**config.mk**
```make
export PLATFORM = sky130hd
export DESIGN_NAME = fetch_redirect_unit
export DESIGN_NICKNAME = d
export VERILOG_FILES = /design/src/rtl/fetch_redirect_unit.sv
export SDC_FILE = /design/constraint.sdc
export NUM_CORES = 1
export LEC_CHECK = 0
export CORE_ASPECT_RATIO = 0.9
export CORE_UTILIZATION = 40
export CTS_BUF_LIST = sky130_fd_sc_hd__clkbuf_8
export DETAILED_ROUTE_END_ITERATION = 8
export DONT_BUFFER_PORTS = 1
export SYNTH_ARGS = -nofsm -noshare
export SYNTH_HDL_FRONTEND = slang
export SYNTH_SLANG_ARGS = --single-unit
```
**constraint.sdc**
```tcl
create_clock -name clk -period 5.2 [get_ports clk]
set_input_delay 1.04 -clock clk [delete_from_list [all_inputs] [get_ports clk]]
set_output_delay 1.04 -clock clk [all_outputs]
set_load 0.01 [all_outputs]
```
**src/rtl/fetch_redirect_unit.sv**
```systemverilog
// LC-3b instruction-fetch front end: owns the PC, issues one imem read at a time,
// buffers up to two words (slot + skid) across stalls, and squashes wrong-path fetches.
module fetch_redirect_unit #(
    parameter logic [15:0] RESET_PC = 16'h0000
) (
    input  logic        clk,
    input  logic        rst_n,
    input  logic        stall,
    input  logic        redirect,
    input  logic [15:0] redirect_pc,
    output logic        imem_read,
    output logic [15:0] imem_address,
    input  logic [15:0] imem_rdata,
    input  logic        imem_resp,
    output logic        inst_valid,
    output logic [15:0] inst,
    output logic [15:0] inst_pc,
    output logic [15:0] inst_pc_plus2
);

    typedef enum logic [1:0] {S_START, S_FETCH, S_SQUASH, S_FULL} state_t;

    state_t      state;
    logic [15:0] pc;
    logic [15:0] target;
    logic [15:0] skid_inst;
    logic [15:0] skid_pc;
    logic        eff_redirect;
    logic        consumed;

    always_comb begin
        eff_redirect = redirect & ~stall;
        consumed     = inst_valid & ~stall & ~redirect;
        imem_read    = (state == S_FETCH) || (state == S_SQUASH);
        imem_address = pc;
    end

    always_ff @(posedge clk or negedge rst_n) begin
        if (!rst_n) begin
            state         <= S_START;
            pc            <= RESET_PC;
            target        <= '0;
            inst_valid    <= 1'b0;
            inst          <= '0;
            inst_pc       <= '0;
            inst_pc_plus2 <= 16'h0002;
            skid_inst     <= '0;
            skid_pc       <= '0;
        end else begin
            // Default drain; a slot load later in this block overrides the clear.
            if (eff_redirect || consumed)
                inst_valid <= 1'b0;
            if (eff_redirect) begin
                skid_inst <= '0;
                skid_pc   <= '0;
            end
            case (state)
                S_START: state <= S_FETCH;
                S_FETCH: begin
                    if (eff_redirect) begin
                        if (imem_resp) begin
                            pc <= redirect_pc;
                        end else begin
                            target <= redirect_pc;
                            state  <= S_SQUASH;
                        end
                    end else if (imem_resp) begin
                        pc <= pc + 16'd2;
                        if (!inst_valid || !stall) begin
                            inst_valid    <= 1'b1;
                            inst          <= imem_rdata;
                            inst_pc       <= pc;
                            inst_pc_plus2 <= pc + 16'd2;
                        end else begin
                            skid_inst <= imem_rdata;
                            skid_pc   <= pc;
                            state     <= S_FULL;
                        end
                    end
                end
                S_SQUASH: begin
                    // Address stays at the old pc until the stale response drains.
                    if (imem_resp) begin
                        pc    <= eff_redirect ? redirect_pc : target;
                        state <= S_FETCH;
                    end else if (eff_redirect) begin
                        target <= redirect_pc;
                    end
                end
                S_FULL: begin
                    if (eff_redirect) begin
                        pc    <= redirect_pc;
                        state <= S_FETCH;
                    end else if (!stall) begin
                        inst_valid    <= 1'b1;
                        inst          <= skid_inst;
                        inst_pc       <= skid_pc;
                        inst_pc_plus2 <= skid_pc + 16'd2;
                        state         <= S_FETCH;
                    end
                end
                default: state <= S_START;
            endcase
        end
    end

endmodule

```
==> run metrics <==
Avg Inst Size Synth roughly 9.4 sq um; post-synth cell types 56; unrepaired setup endpoints after global routing no; CP startpoint kind flip-flop; Sink Count ~110; Static Leak around 2.8 nW; CP arrival around 3.3 ns; Clock Tree Buf Depth 2; Routed WL per cell 17.97 um; dpl ws 1.878 ns; Rel. slew slack 20.03%; GRT Total Usage 20.01%; Primary FF master, synth dfrtp_1; Die Y-Extent 117.2 um; CP Cell Sequence ha_4 > nor2_1 > a31oi_4 > buf_12 > nand2b_1 > o31a_1; DRT iter0 DRCs 327; # diodes 0; max frequency 0.3338 GHz; Final period util 57.61%; DP Area 5987 sq um; Worst EP required 5.52 ns; area grow syn2layout 7.572%; delay of the slowest cell on the worst path between 0.8 and 0.9 ns; total number of vias 4447; VDD IR-drop max 814.9 uV; post-cts resize count 0; sequential area share after synthesis around half; Post-Synthesis Cells 630; setup bufs post-CTS 0; non-filler cells, final 810; DIE AREA 15240 sq um; Least-Margin Pin Slew 1.200 ns; CTS tree built; family with the most delay on the worst path compound AO/OA/AOI/OAI gates; Placed Instances ~800; number of antenna violations at the first check in global routing 0; gr ovfl total 0; root buffer cell clkbuf_8; Slowest-stage cell, CP ha_4; Final #Nets 647; min-delay worst type input port to asynchronous set/reset pin; worst setup path start state[0]; Finished Cell Area 6346 sq um; Yosys Warn Count 0; Synth async-reset ratio 100.0%; Synth Register Bits 114; CP endpoint kind flip-flop; Die W 130.0 um; DRC Markers 0; initial cell density of the core between 40% and 50%; placed wire-length estimate roughly 10000 um; DR pass1 iterations 6; H-tree depth 4; Final WS setup 2.204 ns; GPL Wtd Cong 0.8337; Period minus WS final 2.996 ns; Setup Viol. Count Final 0; status complete, no violations; CTS clk-pin slew, worst paths 0.07 ns; Post-synth EDFFs 0; Setup Crit Path Kind flip-flop to flip-flop; post-layout util 44.66%; cts bufs inserted 17; Setup Skew 0.01027 ns; Cell Pwr Density 631.8 nW/um^2; Routed Antenna Nets 0; Ports approximately 100; total core area 14210 sq um; Worst-Skew Late Latency approximately 0.44 ns; Port Buf Inserts 0; first-pass GRT wire length 22680 um; Total Wirelength 14550 um; share of layout cells above drive strength 1 a little over a tenth; Vias/cell approximately 5.5; RR Startpoint state[0]; number of hold buffers added after CTS 0; crit path buf inv count 1; max-slew violation count 0; max_cap viols 0; largest net degree at the start of global routing about 120; vias in the first global route 4080; Syn Std Cell Area 5899 sq um; CP max FO between 70 and 80; TNS Setup 0 ns; Final Hold Fails 0; syn_nets 673; row cnt 41
-- worst register-to-register path: stages, from the launching register on --
cell and delay (ns):
dfrtp_1 0.43, ha_4 0.88, nor2_1 0.20, a31oi_4 0.88, buf_12 0.32, nand2b_1 0.08, o31a_1 0.10
-- kinds of logic (layout without fill, tap and decap cells) --
group	count (synthesis)	in the layout	synth area share [%]
mux	60	60	10.69
flops	114	114	48.38
compound gates	122	122	12.73
fa+ha+maj	6	6	1.273
xor+xnor	22	22	3.266
buf+inv	56	43	4.284
simple gates	250	250	19.38
-- path summary, 6_finish.rpt --
kind / end / slack, ns / cells after the start
setup / recovery: inst_pc_plus2[15] / 2.20 / 6
hold / removal: target[5] / 0.30 / 0
setup reg to reg: inst_pc_plus2[15] / 2.20 / 6
hold reg to reg: skid_inst[4] / 0.50 / 2
max in group asynchronous: inst_pc_plus2[1] / 4.63 / 0
min in group clk: skid_inst[4] / 0.50 / 2
-- cells in the final DEF (no fill, tap or decap), drive strengths merged, types with 5 or more instances in the layout --
cell and count:
clkinv 6, xor2 8, mux2i 39, nand4 9
a221oi 5, mux2 21, nand2 140, o22ai 6
and2 5, clkbuf 19, dfrtp 113, a21oi 14
ha 6, nand2b 6, a31oi 5, nor2 24
inv 9, xnor2 14, o21ai 66, nand3 40
nor3 6
-- state kept, by name (all words and copies together), names as in the netlist --
register       count
skid_inst         16
skid_pc           16
inst_pc           16
inst_pc_plus2     15
target            16
imem_address      16
inst              16
state              2
inst_valid         1
-- area by class of cell --
class / instances / area, sq um
well taps: 193 / 241.5
multi-input cells: 460 / 2823
repair buffers: 4 / 42.54
inverters: 7 / 26.28
flip-flops and latches: 114 / 2854
clock inverters: 13 / 97.59
clock buffers: 19 / 261.5
fillers: 1375 / 7864
-- report_power, final --
part,internal [mW],switching (mW),total [mW]
sequential,1.25,0.494,1.74
combinational,0.655,0.862,1.52
clock,0.392,0.360,0.753
total,2.29,1.72,4.01
-- metal layers --
metal | part of all wire, % | global-route usage [%]
met4 | 0.78 | 5.349
met5 | 0 | 0
met2 | 45 | 29.70
met1 | 48 | 27.33
met3 | 6.5 | 7.455
-- cells in the mapped netlist (7+ instances only) --
master	count	area (sq um)
nand2_1	140	525.5
dfrtp_1	113	2828
o21ai_0	65	325.3
nand3_1	40	200.2
mux2i_1	39	390.4
buf_2	23	115.1
nor2_1	23	86.33
mux2_2	20	225.2
clkbuf_1	17	63.81
xnor2_1	14	122.6
a21oi_1	13	65.06
nand4_1	8	50.05
xor2_1	8	70.07
inv_1	7	26.28
-- stage by stage --
stage | total power [mW] | hold WS, ns
CTS | 4.035 | 0.2746
detailed placement | 3.278 | 0.4850
floorplan | 2.862 | 0.4663
global placement | 3.219 | 0.4790
finish | 4.010 | 0.3019
global route | 4.306 | 0.2590
No activity file was read; power rests on OpenSTA's default activity.
